$ cat src/rtl/apb_uart_master_if.sv
// Command/response stream plus APB requester bus for apb_uart_master.
// master = the requester block, slave = command source / response sink / APB completer side.
interface apb_uart_master_if #(
  parameter int DATA_WIDTH = 32,
  parameter int ADDR_WIDTH = 32
);
  logic                  cmd_valid;
  logic                  cmd_ready;
  logic                  cmd_write;
  logic [ADDR_WIDTH-1:0] cmd_addr;
  logic [DATA_WIDTH-1:0] cmd_wdata;

  logic                  rsp_valid;
  logic                  rsp_ready;
  logic [DATA_WIDTH-1:0] rsp_rdata;
  logic                  rsp_error;
  logic                  rsp_timeout;
  logic                  busy;

  logic                  PSEL;
  logic                  PENABLE;
  logic                  PWRITE;
  logic [ADDR_WIDTH-1:0] PADDR;
  logic [DATA_WIDTH-1:0] PWDATA;
  logic [DATA_WIDTH-1:0] PRDATA;
  logic                  PREADY;
  logic                  PSLVERR;

  modport master (
    input  cmd_valid, cmd_write, cmd_addr, cmd_wdata, rsp_ready, PRDATA, PREADY, PSLVERR,
    output cmd_ready, rsp_valid, rsp_rdata, rsp_error, rsp_timeout, busy,
           PSEL, PENABLE, PWRITE, PADDR, PWDATA
  );

  modport slave (
    output cmd_valid, cmd_write, cmd_addr, cmd_wdata, rsp_ready, PRDATA, PREADY, PSLVERR,
    input  cmd_ready, rsp_valid, rsp_rdata, rsp_error, rsp_timeout, busy,
           PSEL, PENABLE, PWRITE, PADDR, PWDATA
  );
endinterface

$ cat src/rtl/apb_uart_master.sv
// APB requester for the UART register block: buffers commands in a small FIFO,
// runs SETUP/ACCESS transfers with a PREADY watchdog and returns one response per command.
module apb_uart_master #(
  parameter int DATA_WIDTH = 32,
  parameter int ADDR_WIDTH = 32,
  parameter int FIFO_DEPTH = 4,
  parameter int TIMEOUT    = 16
) (
  input logic               PCLK,
  input logic               PRESET,
  apb_uart_master_if.master bus
);
  localparam int PW = (FIFO_DEPTH > 1) ? $clog2(FIFO_DEPTH) : 1;
  localparam int CW = (TIMEOUT > 1) ? $clog2(TIMEOUT) : 1;
  localparam logic [CW-1:0] WAIT_LAST = CW'((TIMEOUT > 0) ? TIMEOUT - 1 : 0);
  localparam logic [PW:0]   FULL_CNT  = (PW+1)'(FIFO_DEPTH);

  typedef struct packed {
    logic                  write;
    logic [ADDR_WIDTH-1:0] addr;
    logic [DATA_WIDTH-1:0] wdata;
  } cmd_t;

  typedef enum logic [1:0] {IDLE, SETUP, ACCESS} state_e;

  cmd_t                  mem_q [FIFO_DEPTH];
  logic [PW-1:0]         wr_ptr_q, rd_ptr_q;
  logic [PW:0]           count_q;
  state_e                state_q;
  logic [CW-1:0]         wait_q;
  logic                  psel_q, penable_q, pwrite_q;
  logic [ADDR_WIDTH-1:0] paddr_q;
  logic [DATA_WIDTH-1:0] pwdata_q;
  logic                  rsp_valid_q, rsp_error_q, rsp_timeout_q;
  logic [DATA_WIDTH-1:0] rsp_rdata_q;

  logic full, empty, push, pop, slot_free, start, chain;
  cmd_t head;

  assign full      = (count_q == FULL_CNT);
  assign empty     = (count_q == '0);
  assign push      = bus.cmd_valid && !full;
  assign head      = mem_q[rd_ptr_q];
  assign slot_free = !rsp_valid_q || bus.rsp_ready;
  assign start     = (state_q == IDLE) && !empty && slot_free;
  // Chaining straight into SETUP relies on the consumer taking the response
  // about to be produced; otherwise fall back to IDLE and wait for the slot.
  assign chain     = (state_q == ACCESS) && bus.PREADY && !empty && bus.rsp_ready;
  assign pop       = start || chain;

  always_ff @(posedge PCLK) begin
    if (push) mem_q[wr_ptr_q] <= '{write: bus.cmd_write, addr: bus.cmd_addr, wdata: bus.cmd_wdata};
  end

  always_ff @(posedge PCLK or posedge PRESET) begin
    if (PRESET) begin
      wr_ptr_q <= '0;
      rd_ptr_q <= '0;
      count_q  <= '0;
    end else begin
      if (push) wr_ptr_q <= wr_ptr_q + 1'b1;
      if (pop)  rd_ptr_q <= rd_ptr_q + 1'b1;
      case ({push, pop})
        2'b10:   count_q <= count_q + 1'b1;
        2'b01:   count_q <= count_q - 1'b1;
        default: count_q <= count_q;
      endcase
    end
  end

  always_ff @(posedge PCLK or posedge PRESET) begin
    if (PRESET) begin
      state_q       <= IDLE;
      wait_q        <= '0;
      psel_q        <= 1'b0;
      penable_q     <= 1'b0;
      pwrite_q      <= 1'b0;
      paddr_q       <= '0;
      pwdata_q      <= '0;
      rsp_valid_q   <= 1'b0;
      rsp_error_q   <= 1'b0;
      rsp_timeout_q <= 1'b0;
      rsp_rdata_q   <= '0;
    end else begin
      if (rsp_valid_q && bus.rsp_ready) rsp_valid_q <= 1'b0;
      unique case (state_q)
        IDLE: begin
          if (start) begin
            state_q  <= SETUP;
            psel_q   <= 1'b1;
            pwrite_q <= head.write;
            paddr_q  <= head.addr;
            pwdata_q <= head.wdata;
          end
        end
        SETUP: begin
          state_q   <= ACCESS;
          penable_q <= 1'b1;
          wait_q    <= '0;
        end
        ACCESS: begin
          if (bus.PREADY) begin
            rsp_valid_q   <= 1'b1;
            rsp_rdata_q   <= pwrite_q ? '0 : bus.PRDATA;
            rsp_error_q   <= bus.PSLVERR;
            rsp_timeout_q <= 1'b0;
            penable_q     <= 1'b0;
            if (chain) begin
              state_q  <= SETUP;
              pwrite_q <= head.write;
              paddr_q  <= head.addr;
              pwdata_q <= head.wdata;
            end else begin
              state_q  <= IDLE;
              psel_q   <= 1'b0;
              pwrite_q <= 1'b0;
              paddr_q  <= '0;
              pwdata_q <= '0;
            end
          end else if ((TIMEOUT != 0) && (wait_q == WAIT_LAST)) begin
            rsp_valid_q   <= 1'b1;
            rsp_rdata_q   <= '0;
            rsp_error_q   <= 1'b1;
            rsp_timeout_q <= 1'b1;
            state_q       <= IDLE;
            psel_q        <= 1'b0;
            penable_q     <= 1'b0;
            pwrite_q      <= 1'b0;
            paddr_q       <= '0;
            pwdata_q      <= '0;
          end else begin
            wait_q <= wait_q + 1'b1;
          end
        end
        default: state_q <= IDLE;
      endcase
    end
  end

  assign bus.cmd_ready   = !full;
  assign bus.busy        = !empty || (state_q != IDLE) || rsp_valid_q;
  assign bus.PSEL        = psel_q;
  assign bus.PENABLE     = penable_q;
  assign bus.PWRITE      = pwrite_q;
  assign bus.PADDR       = paddr_q;
  assign bus.PWDATA      = pwdata_q;
  assign bus.rsp_valid   = rsp_valid_q;
  assign bus.rsp_rdata   = rsp_rdata_q;
  assign bus.rsp_error   = rsp_error_q;
  assign bus.rsp_timeout = rsp_timeout_q;
endmodule

$ cat src/flat_wrapper.sv
// flat-port wrapper written by rule: the top's interface ports become plain ports
module apb_uart_master_flat 
#(
  parameter int DATA_WIDTH = 32,
  parameter int ADDR_WIDTH = 32,
  parameter int FIFO_DEPTH = 4,
  parameter int TIMEOUT    = 16
)
  (PCLK, PRESET, bus_cmd_valid, bus_cmd_write, bus_cmd_addr, bus_cmd_wdata, bus_rsp_ready, bus_PRDATA, bus_PREADY, bus_PSLVERR, bus_cmd_ready, bus_rsp_valid, bus_rsp_rdata, bus_rsp_error, bus_rsp_timeout, bus_busy, bus_PSEL, bus_PENABLE, bus_PWRITE, bus_PADDR, bus_PWDATA);
  apb_uart_master_if #(.DATA_WIDTH(DATA_WIDTH), .ADDR_WIDTH(ADDR_WIDTH)) bus_i ();
  input logic PCLK;
  input logic PRESET;
  input wire logic [$bits(bus_i.cmd_valid)-1:0] bus_cmd_valid;
  input wire logic [$bits(bus_i.cmd_write)-1:0] bus_cmd_write;
  input wire logic [$bits(bus_i.cmd_addr)-1:0] bus_cmd_addr;
  input wire logic [$bits(bus_i.cmd_wdata)-1:0] bus_cmd_wdata;
  input wire logic [$bits(bus_i.rsp_ready)-1:0] bus_rsp_ready;
  input wire logic [$bits(bus_i.PRDATA)-1:0] bus_PRDATA;
  input wire logic [$bits(bus_i.PREADY)-1:0] bus_PREADY;
  input wire logic [$bits(bus_i.PSLVERR)-1:0] bus_PSLVERR;
  output wire logic [$bits(bus_i.cmd_ready)-1:0] bus_cmd_ready;
  output wire logic [$bits(bus_i.rsp_valid)-1:0] bus_rsp_valid;
  output wire logic [$bits(bus_i.rsp_rdata)-1:0] bus_rsp_rdata;
  output wire logic [$bits(bus_i.rsp_error)-1:0] bus_rsp_error;
  output wire logic [$bits(bus_i.rsp_timeout)-1:0] bus_rsp_timeout;
  output wire logic [$bits(bus_i.busy)-1:0] bus_busy;
  output wire logic [$bits(bus_i.PSEL)-1:0] bus_PSEL;
  output wire logic [$bits(bus_i.PENABLE)-1:0] bus_PENABLE;
  output wire logic [$bits(bus_i.PWRITE)-1:0] bus_PWRITE;
  output wire logic [$bits(bus_i.PADDR)-1:0] bus_PADDR;
  output wire logic [$bits(bus_i.PWDATA)-1:0] bus_PWDATA;
  assign bus_i.cmd_valid = bus_cmd_valid;
  assign bus_i.cmd_write = bus_cmd_write;
  assign bus_i.cmd_addr = bus_cmd_addr;
  assign bus_i.cmd_wdata = bus_cmd_wdata;
  assign bus_i.rsp_ready = bus_rsp_ready;
  assign bus_i.PRDATA = bus_PRDATA;
  assign bus_i.PREADY = bus_PREADY;
  assign bus_i.PSLVERR = bus_PSLVERR;
  assign bus_cmd_ready = bus_i.cmd_ready;
  assign bus_rsp_valid = bus_i.rsp_valid;
  assign bus_rsp_rdata = bus_i.rsp_rdata;
  assign bus_rsp_error = bus_i.rsp_error;
  assign bus_rsp_timeout = bus_i.rsp_timeout;
  assign bus_busy = bus_i.busy;
  assign bus_PSEL = bus_i.PSEL;
  assign bus_PENABLE = bus_i.PENABLE;
  assign bus_PWRITE = bus_i.PWRITE;
  assign bus_PADDR = bus_i.PADDR;
  assign bus_PWDATA = bus_i.PWDATA;
  apb_uart_master #(.DATA_WIDTH(DATA_WIDTH), .ADDR_WIDTH(ADDR_WIDTH), .FIFO_DEPTH(FIFO_DEPTH), .TIMEOUT(TIMEOUT)) u_core (.PCLK(PCLK), .PRESET(PRESET), .bus(bus_i));
endmodule
$ cat config.mk
export PLATFORM = sky130hd
export DESIGN_NAME = apb_uart_master_flat
export DESIGN_NICKNAME = d
export VERILOG_FILES = /design/src/rtl/apb_uart_master_if.sv /design/src/rtl/apb_uart_master.sv /design/src/flat_wrapper.sv
export SDC_FILE = /design/constraint.sdc
export NUM_CORES = 1
export LEC_CHECK = 0
export CORE_MARGIN = 4
export CORE_UTILIZATION = 30
export DETAILED_ROUTE_END_ITERATION = 8
export PLACE_DENSITY = 0.51
export SETUP_SLACK_MARGIN = 0.05
export SYNTH_ARGS = -nofsm -noshare
export SYNTH_HDL_FRONTEND = slang
export SYNTH_SLANG_ARGS = --single-unit
$ cat constraint.sdc
create_clock -name PCLK -period 12.4 [get_ports PCLK]
set_clock_uncertainty 0.15 [all_clocks]
set_input_delay 3.72 -clock PCLK [delete_from_list [all_inputs] [get_ports PCLK]]
set_output_delay 3.72 -clock PCLK [all_outputs]
set_load 0.02 [all_outputs]
==> summary.md <==
| Metric | Value |
|---|---|
| DP Area | 17200 µm² |
| Reg2reg path depth | 5 |
| N_diodes | 0 |
| CTS Buf Count | 44 |
| Cts hold-fix bufs | 0 |
| Core area | 47600 µm² |
| Max Cap Viol | 0 |
| Setup TNS | 0 ps |
| Setup crit end kind | flop |
| Fin nets | 1071 |
| FF/Latch Area | 10700 µm² |
| P_int | 0.00338 W |
| FP Rows | 80 |
| Crit-path max FO | 54 |
| Min-Delay Path Class | flop to flop |
| Power density over the cells | 266 nW/µm² |
| GP Congestion | 0.705 |
| TritonCTS clock tree | yes |
| Initial DRT Pass Iterations | 4 |
| Number of global-route vias before repair | 7988 |
| Setup violations, final | 0 |
| Die W | 227 µm |
| Crit path launch | bus_PREADY |
| Layout fillers | 4424 |
| Critical path destination | u_core.bus.PADDR[0]$_DFFE_PP0P_ |
| Max-Slew Margin vs Limit | 0.368 |
| Sw Pwr | 0.00155 W |
| Clock power share | 0.253 |
| Worst endpoint required time | 12690 ps |
| Synth async-reset ratio | 0.307 |
| DRC | 0 |
| Post-synthesis adder-cell area fraction | 0.0101 |
| CP Launch Type | input pin |
| Worst path cell trace | clkdlybuf4s50_1 > a31oi_1 > a221o_4 > buf_4 > mux2_2 |
| Final Total Pwr | 0.00494 W |
| WL/cell | 20.7 µm |
| Hold Path Cell Cnt | 1 |
| Final ANT Viol Nets | 0 |
| Simple-gate share of the synthesized area | 0.0414 |
| Post-synth EDFFs | 260 |
| Sequential fraction of design power | 0.391 |
| Yosys top cell area share | 0.541 |
| Final Max Slew Viols | 0 |
| Netlist cell types | 38 |
| Post-CTS setup buffer count | 0 |
| Placed cell count | 1526 |
| Initial antenna violation count | 1 |
| Worst-case clock buffer depth | 3 |
| Number of synthesized register bits | 375 |
| Vias per Instance | 4.60 |
| Status | finished clean |
| Compound-gate portion of the synthesized area | 0.0286 |
| Commonest cells post-synth | edfxtp_1, dfrtp_1, nor2b_1, mux4_2, mux2_2 |
| Die Span Y | 227 µm |
| Logic pwr share | 0.356 |
| Synth Area in XOR/XNOR | 0.00364 |
| Syn Nets | 847 |
| Initial DRC Count | 230 |
| Worst R2R Setup Slack | 9180 ps |
| H-tree depth | 2 |
| Commonest register cell after synthesis | edfxtp_1 |
| Final period utilization | 0.511 |
| IO buf count | 206 |
| Vias | 7392 |
| Total Routing Usage GR | 0.128 |
| Initial core utilization | 0.303 |
| Worst-path clk slew | 60 ps |
| Maximum vdd drop | 0.148 mV |
| Sequential-to-total area share from yosys stat | 0.740 |
| Largest family of logic cells by synthesized area | multiplexers |
| Syn Area/Cell | 19.7 µm² |
| CTS Root Cell | clkbuf_16 |
| Multi-input logic area | 3510 µm² |
| Ys Warns | 0 |
| Cts repair resizes | 0 |
| Worst-margin pin slew | 948 ps |
| Count leader, synth | edfxtp_1 |
| First-pass GRT wire length | 49700 µm |
| Cell area after layout | 18600 µm² |
| Post-Layout Cell Count | 1608 |
| Synth area leaders | edfxtp_1, dfrtp_1, mux4_2, mux2_2, nor2b_1 |
| Worst r2r src | u_core.wait_q[0]$_DFFE_PP0P_ |
| Static Leakage | 6.60 nW |
| Mux contribution to synthesized area | 0.156 |
| Setup CP Type | input pin to flop |
| CTS sink cnt | 375 |
| Count of final hold-check violations | 0 |
| Area Overhead vs Synth | 28.7% |
| Highest clock rate | 0.158 GHz |
| Clk_lat worst skew | 550 ps |
| Worst Path Arrival | 6630 ps |
| Drt total wl | 33300 µm |
| Post-Syn Area | 14400 µm² |
| Worst path slowest cell | buf_4 |
| Yosys top cell by area | edfxtp_1 |
| Minimum clock period | 6340 ps |
| Max incr delay on CP | 740 ps |
| GRT overflow | 0 |
| Largest net degree at the start of global routing | 67 |
| Die area | 51700 µm² |
| Post-Syn Instances | 733 |
| IO Pins | 207 |
| Fraction of layout instances using a drive strength above 1 | 0.217 |
| HPWL Detailed | 19000 µm |
| RR Endpoint | u_core.bus.PADDR[0]$_DFFE_PP0P_ |
| Sw frac | 0.315 |
| RSZ-0062 raised after global routing | false |
critical path: cells and delay by family:
| family | cells | cell delay, ps |
|---|---|---|
| AOI/OAI and AO/OA | 2 | 1140 |
| buffers and inverters | 2 | 1290 |
| muxes | 1 | 420 |
per-stage QoR:
step	utilization	hold WS (ps)	setup slack [ps]
after floorplan	-	335	5490
after global placement	0.360	324	5480
after detailed placement	0.360	332	5440
after CTS	0.390	345	6050
after global routing	0.390	359	5880
final	0.390	339	6060
cells by family after synthesis:
logic type,count (synthesis)
AND/OR/NAND/NOR,104
AO/OA/AOI/OAI,51
multiplexers,135
XOR/XNOR,6
buffers and inverters,51
flip-flops,375
adder cells (fa/ha/maj),11
worst min-delay path by stage:
stage | start | end | slack [ps]
after floorplan | u_core.count_q[2]$_DFFE_PP0P_ | u_core.count_q[2]$_DFFE_PP0P_ | 330
after global placement | u_core.bus.rsp_error$_DFFE_PP0P_ | u_core.bus.rsp_error$_DFFE_PP0P_ | 320
after detailed placement | u_core.bus.PADDR[21]$_DFFE_PP0P_ | u_core.bus.PADDR[21]$_DFFE_PP0P_ | 330
after CTS | u_core.bus.PADDR[21]$_DFFE_PP0P_ | u_core.bus.PADDR[21]$_DFFE_PP0P_ | 350
after global routing | u_core.bus.rsp_error$_DFFE_PP0P_ | u_core.bus.rsp_error$_DFFE_PP0P_ | 360
final | u_core.bus.PADDR[21]$_DFFE_PP0P_ | u_core.bus.PADDR[21]$_DFFE_PP0P_ | 340
registers in the layout, summed over array words and instances, names as in the netlist:
| register | flops |
|---|---|
| u_core.count_q | 3 |
| u_core.bus.rsp_valid | 1 |
| u_core.bus.PWRITE | 1 |
| u_core.bus.PWDATA | 32 |
| u_core.state_q | 2 |
| u_core.bus.PENABLE | 1 |
| u_core.rd_ptr_q | 2 |
| u_core.wait_q | 4 |
| u_core.bus.PSEL | 1 |
| u_core.wr_ptr_q | 2 |
| u_core.bus.rsp_error | 1 |
| u_core.mem_q | 260 |
| u_core.bus.rsp_rdata | 32 |
| u_core.bus.PADDR | 32 |
| u_core.bus.rsp_timeout | 1 |
cells in the final DEF, fill, tap and decap left out, drive strengths merged, types with 5 or more instances in the layout:
cell type,instances
edfxtp,260
clkdlybuf4s50,206
dfrtp,115
mux2,68
nor2b,67
mux4,65
clkbuf,59
a22o,34
nand2,16
clkinv,16
inv,12
buf,11
ha,10
nor2,6
clkinvlp,5
area by class of cell:
type	instances	area share
multi-input combinational	307	0.189
tap	615	0.0414
sequential	375	0.575
inverter	12	0.00269
clock buffer	59	0.0662
clock inverter	23	0.0102
timing repair buffer	217	0.115
power by group through the flow:
stage | logic, W | registers, W | clock network (W)
floorplan | 0.00102 | 0.00207 | 0
global placement | 0.00180 | 0.00196 | 0
detailed placement | 0.00181 | 0.00196 | 0
CTS | 0.00181 | 0.00194 | 0.00130
global route | 0.00191 | 0.00198 | 0.00135
finish | 0.00176 | 0.00193 | 0.00125
metal layers:
layer	vias up	global-route usage	share of wire
met4	2	0.0408	0.024
met1	3814	0.174	0.45
met3	53	0.0334	0.062
met5	-	0	0.00039
li1	3312	-	-
met2	211	0.204	0.46
Power figures use the tool's default switching activity.
